`config.mk`:
```
export PLATFORM = sky130hd
export DESIGN_NAME = flag_unit
export DESIGN_NICKNAME = d
export VERILOG_FILES = /design/src/rtl/flag_unit_pkg.sv /design/src/rtl/flag_calc.sv /design/src/rtl/flag_unit.sv
export SDC_FILE = /design/constraint.sdc
export NUM_CORES = 1
export LEC_CHECK = 0
export CAP_MARGIN = 20
export CORE_ASPECT_RATIO = 0.75
export CORE_MARGIN = 2
export CORE_UTILIZATION = 23
export DETAILED_ROUTE_END_ITERATION = 6
export PLACE_DENSITY = 0.87
export SETUP_SLACK_MARGIN = 0.1
export SLEW_MARGIN = 25
export SYNTH_ARGS = -nofsm -noshare
export SYNTH_HDL_FRONTEND = slang
export SYNTH_HIERARCHICAL = 1
export SYNTH_SLANG_ARGS = --single-unit
export TNS_END_PERCENT = 1
```
`constraint.sdc`:
```
create_clock -name clk -period 1.3 [get_ports clk]
set_input_delay 0.26 -clock clk [delete_from_list [all_inputs] [get_ports clk]]
set_output_delay 0.26 -clock clk [all_outputs]
set_load 0.01 [all_outputs]
```
`src/rtl/flag_unit_pkg.sv`:
```
// rtl/flag_unit_pkg.sv - NZCV flag type and bit positions shared with the condition evaluator
package flag_unit_pkg;

    localparam int FLAG_N = 3;
    localparam int FLAG_Z = 2;
    localparam int FLAG_C = 1;
    localparam int FLAG_V = 0;

    typedef struct packed {
        logic n;
        logic z;
        logic c;
        logic v;
    } flags_t;

    localparam flags_t FLAGS_RESET = '{n: 1'b0, z: 1'b0, c: 1'b0, v: 1'b0};

endpackage

```
`src/rtl/flag_calc.sv`:
```
// rtl/flag_calc.sv - combinational NZCV derivation from one ALU result
module flag_calc
    import flag_unit_pkg::*;
#(
    parameter int WIDTH = 64
) (
    input  logic [WIDTH-1:0] alu_result,
    input  logic             alu_carry,
    input  logic             alu_overflow,
    input  logic             ex_logical,
    output flags_t           flags
);

    // Logical ops architecturally clear C and V rather than passing the adder outputs.
    always_comb begin
        flags   = FLAGS_RESET;
        flags.n = alu_result[WIDTH-1];
        flags.z = (alu_result == '0);
        flags.c = ex_logical ? 1'b0 : alu_carry;
        flags.v = ex_logical ? 1'b0 : alu_overflow;
    end

endmodule

```
`src/rtl/flag_unit.sv`:
```
// rtl/flag_unit.sv - pending/architectural NZCV registers with in-flight bypass
module flag_unit
    import flag_unit_pkg::*;
#(
    parameter int WIDTH = 64
) (
    input  logic             clk,
    input  logic             reset,
    input  logic             stall,
    input  logic             flush,
    input  logic             ex_valid,
    input  logic             ex_set_flags,
    input  logic             ex_cond_met,
    input  logic             ex_logical,
    input  logic [WIDTH-1:0] alu_result,
    input  logic             alu_carry,
    input  logic             alu_overflow,
    output logic [3:0]       flags,
    output logic [3:0]       arch_flags,
    output logic             pending_valid
);

    flags_t calc_flags;
    flags_t pending_flags_q, pending_flags_d;
    flags_t arch_flags_q, arch_flags_d;
    logic   pending_valid_q, pending_valid_d;
    logic   capture;

    flag_calc #(.WIDTH(WIDTH)) u_flag_calc (
        .alu_result   (alu_result),
        .alu_carry    (alu_carry),
        .alu_overflow (alu_overflow),
        .ex_logical   (ex_logical),
        .flags        (calc_flags)
    );

    assign capture = ex_valid & ex_set_flags & ex_cond_met & ~flush & ~stall;

    // Flush only blocks a new capture; an update already pending still commits.
    always_comb begin
        pending_flags_d = pending_flags_q;
        pending_valid_d = pending_valid_q;
        arch_flags_d    = arch_flags_q;
        if (!stall) begin
            pending_valid_d = capture;
            if (capture) begin
                pending_flags_d = calc_flags;
            end
            if (pending_valid_q) begin
                arch_flags_d = pending_flags_q;
            end
        end
    end

    always_ff @(posedge clk) begin
        if (reset) begin
            pending_flags_q <= FLAGS_RESET;
            pending_valid_q <= 1'b0;
            arch_flags_q    <= FLAGS_RESET;
        end else begin
            pending_flags_q <= pending_flags_d;
            pending_valid_q <= pending_valid_d;
            arch_flags_q    <= arch_flags_d;
        end
    end

    // Bypass is register-only so the condition evaluator sees no ALU-to-flags path.
    assign flags         = pending_valid_q ? pending_flags_q : arch_flags_q;
    assign arch_flags    = arch_flags_q;
    assign pending_valid = pending_valid_q;

endmodule

```
== After elaboration in Yosys (flattened, before gate mapping) ==
Cells that the tools add are included.

* Bits of input ports: 74
* Register bits after elaboration: 9

* Muxes and demuxes: 3
* Bitwise gates (word level): 6
* Reductions and logical operators: 2

{| class="wikitable"
|+ Operator list
! kind !! count
|-
| $logic_not A64 Y1 || 1
|-
| $and A1 B1 Y1 || 4
|-
| $mux W4 || 1
|-
| $mux W1 || 2
|-
| $not A1 Y1 || 2
|-
| $reduce_and A2 Y1 || 1
|}

== Depth between registers and ports, before layout ==
* Word-level depth: 5
* Mapped depth: 5
* Depth with buffers taken out: 5

== Hierarchy ==
The synthesis kept the hierarchy.

{| class="wikitable"
|+ Modules (own cells, without submodules)
! module !! area each (µm²) !! cells an instance !! sequential area each (µm²) !! instances
|-
| flag_unit || 416.6 || 39 || 180.2 || 1
|-
| flag_calc || 163.9 || 24 || 0.0 || 1
|}

== Worst setup path before layout ==
OpenSTA, ideal clock, no wires.

* Path kind: input to register
* From: input port alu_result[0]
* To: register pending_flags_q[2] (netlist bit)
* Stages: 5
* Arrival: 1.071 ns
* Required time: 1.228 ns
* Slack: 0.158 ns
* Path buffers: 0
* Path through: nor4_1 > nand4_1 > nor4_2 > nand2b_1 > mux2i_1

{| class="wikitable"
|+ RTL lines
! element !! line !! RTL
|-
| from (decl) || flag_unit.sv:15 || <nowiki>input logic [WIDTH-1:0] alu_result,</nowiki>
|-
| to (signal assigned) || flag_unit.sv:61 || <nowiki>pending_flags_q <= pending_flags_d;</nowiki>
|-
| to (decl) || flag_unit.sv:24 || <nowiki>flags_t pending_flags_q, pending_flags_d;</nowiki>
|}

== Final worst setup path ==
* From: register pending_valid_q (netlist: pending_valid)
* To: output port flags[0]

* Cells in the longest elaborated chain, start to end: 1

{| class="wikitable"
|+ Ends and longest elaborated chain
! element !! line !! RTL
|-
| from (decl) || flag_unit.sv:26 || <nowiki>logic pending_valid_q, pending_valid_d;</nowiki>
|-
| from (signal assigned) || flag_unit.sv:62 || <nowiki>pending_valid_q <= pending_valid_d;</nowiki>
|-
| $mux W4 || -- ||
|-
| to (decl) || flag_unit.sv:18 || <nowiki>output logic [3:0] flags,</nowiki>
|}

No other way between the ends.

==> results.txt <==
----------------------------------------------------
[Setup path]
  Worst-path maximum fanout ... 6
  CP arrival ... 1.12 ns
  Start-to-end type of the worst setup path ... reg -> out
  Type of origin of the critical path ... flop
  Worst setup EP type ... output port
  Required time reported for the critical path endpoint ... 1.04 ns
  CP max-delay cell ... dfxtp_4
  Crit path largest cell delay ... 0.40 ns
  Cells along the critical path ... mux2_4 > buf_6

[STA]
  Setup repair after global routing missed its margin ... yes
  Final TNS setup ... -0.3703 ns
  Post-layout min period ... 1.384 ns
  Total of endpoints with negative setup slack in the final report ... 5
  Slew Limit Headroom ... 75.96%
  Highest Clock Rate ... slightly above 700 MHz
  Post-Route Hold Slack ... 0.4011 ns
  Worst clock skew ... 0.001657 ns
  Period utilisation layout ... 106.5%
  Max Transition Viols Final ... 0
  Worst-Margin Slew ... 0.3595 ns
  Number of hold-slack violations in the final timing report ... 0
  Final worst-path setup slack ... -0.08448 ns

[Logic synthesis]
  Unique cell type count in the Yosys netlist ... 16
  Mean Syn Cell Area ... 9.215 um2
  Cell types with the largest area share after synthesis ... dfxtp_1, nor4_1, mux2i_1
  Netlist area before placement ... 580.6 um2
  Synthesis Warnings ... 6
  Syn Inst Count ... 63
  Top cell type by total area after synthesis ... dfxtp_1
  Synth top area share ... 31.03%
  Number of register bits inferred by synthesis ... 9
  Post-synth net total ... 137
  Share of the yosys chip area belonging to registers ... 31.03%

[Global route]
  Overall track demand over capacity in global routing ... roughly 20%
  Wire length of the first global-routing pass ... approximately 4300 um
  GR Overflow Total ... 0
  Vias in the first global route ... 946
  Antenna violations before repair ... 0
  Maximum number of pins on one net before global-route repair ... 13

[Power]
  Part of the power in the clock network ... 29.4%
  Switching power ... 0.1887 mW
  Tot Pwr ... 0.7853 mW
  LEAKAGE ... approximately 0.97 nW
  Power per cell area ... 457.8 nW/um2
  Combinational cell fraction of total power ... a little over a third
  Reg power frac ... a little over a third
  Largest voltage drop on the vdd net ... 0.0005340 V
  Internal ... 0.5966 mW
  Share of total power consumed by net switching ... 24.03%

[Detailed routing]
  Vias per cell ... 4.545
  Post-DRT Antenna Nets ... 0
  # DRC ... 0
  Vias post-DR ... 859
  Routed WL per cell ... 17.88 um
  Number of DRC violations after detailed-routing iteration 0 ... 9
  Number of detailed-route iterations in the first pass ... 4
  Final Routed Wirelength ... 3379 um

[Floorplan]
  Area inside the core boundary ... 2346 um2
  Floorplan die area ... 2946 um2
  Die height ... 47.51 um
  Count of pins on the block boundary ... 83
  Number of cell rows ... 15
  Initial standard-cell utilization of the core ... 24.75%
  Die extent in x ... 62.02 um

[Finish]
  Ratio of cells with drive above 1 in the final layout ... 29.03%
  Number of nets at the end of the flow ... 230
  Count of inserted antenna diode cells ... 0
  Signed area change from the synthesized netlist to the final layout ... 195.5%

[Clock tree]
  Hold buffer count at CTS ... 0
  Cell at the root of the clock tree ... clkbuf_4
  Clk buf depth ... 2
  TritonCTS clock tree ... done
  Register clock-pin slew on the reported worst setup and hold paths ... 0.07 ns
  Inserted Clock Buffers ... 3
  Level count of the clock H-tree ... 1
  Insertion delay to the later sink of the worst-skew pair ... 0.27 ns
  Number of sinks driven by the clock tree ... 9

[Place]
  Gpl congestion ... 0.7346
  Dpl hpwl ... 2369 um
  Number of buffers inserted by port buffering ... 82

[Status]
  Run status ... complete, but fails checks
  Violations in the final reports ... negative setup slack

[Job]
  Max-Cap Viols ... 0

[Worst hold path]
  Worst Hold Class ... in -> reg

----------------------------------------------------
-- worst paths after layout --
path / cells after the start / slack, ns / to / from
worst min register to register: 2 / 0.48 / pending_flags_q[3]$_SDFFE_PP0P_ / pending_flags_q[3]$_SDFFE_PP0P_
worst max-delay path: 2 / -0.08 / flags[0] / pending_valid$_SDFFE_PP0N_
worst max register to register: 3 / 0.24 / arch_flags[1]$_SDFFE_PP0N_ / pending_valid$_SDFFE_PP0N_
worst min-delay path: 4 / 0.40 / pending_flags_q[3]$_SDFFE_PP0P_ / alu_result[63]
-- power by group through the flow --
stage	clock network, mW	registers (mW)	logic [mW]
2_1_floorplan	0	0.284	0.0354
3_3_place_gp	0	0.284	0.263
3_5_place_dp	0	0.284	0.269
4_1_cts	0.223	0.277	0.276
5_1_grt	0.245	0.277	0.293
6_report	0.231	0.277	0.277
-- sequential cells by signal (all words and copies together) (netlist names) --
name / flops
arch_flags: 4
pending_flags_q: 4
pending_valid: 1
-- cells by family after synthesis --
kind of cell / synth area share, %
AND/OR/NAND/NOR: 41.81
multiplexers: 21.55
flip-flops: 31.03
buffers and inverters: 3.879
AO/OA/AOI/OAI: 1.724
-- worst max-delay path: cells and delay by family, from the launching register on --
family   cells  cell delay (ns)
buf+inv      1             0.12
flops        1             0.40
mux          1             0.33
-- placed cells by master (no fill, tap or decap), drive strengths merged --
cell           count
nand4              4
mux2i              8
dfxtp              9
o21ba              1
mux2               4
nand4b             1
dlymetal6s2s      43
buf               15
nand2b             8
clkbuf             6
clkdlybuf4s50     30
nor2               5
dlygate4sd2        1
nor2b              2
and2               1
nor4              17
-- per-stage QoR --
step	worst slack, ns	std cells	utilization [%]	area (um2)
4_1_cts	-0.1324	189	66.45	1559
3_5_place_dp	-0.4389	185	63.47	1489
6_report	-0.08448	189	73.12	1715
5_1_grt	-0.1441	189	73.12	1715
2_1_floorplan	0.1576	63	-	580.6
3_3_place_gp	-0.4069	185	63.47	1489
-- area by class of cell --
cell class,count,area (um2)
timing repair buffer,91,979.7
fill,165,630.6
multi-input combinational,51,480.5
sequential,9,186.4
tap,34,42.54
clock buffer,4,26.28
-- Yosys cell counts (all sizes together) --
cell type	instances
and2	1
buf	2
clkbuf	1
dfxtp	9
mux2	4
mux2i	8
nand2b	8
nand4	4
nand4b	1
nor2	5
nor2b	2
nor4	17
o21ba	1
-- routing by layer --
| layer | wire [um] | track usage, % | up-vias |
|---|---|---|---|
| met2 | 2026 | 42.29 | 20 |
| met3 | 85 | 4.324 | 8 |
| met5 | 0 | 0 | - |
| met4 | 81 | 7.234 | 0 |
| li1 | - | - | 429 |
| met1 | 1185 | 20.42 | 402 |
-- what timing repair did --
action / CTS / global route
gates resized for setup: 40 / 60
setup endpoints to repair: 10 / 10
buffers inserted: 0 / 0
pin swaps: 1 / 20
No activity file was read; power rests on OpenSTA's default activity.
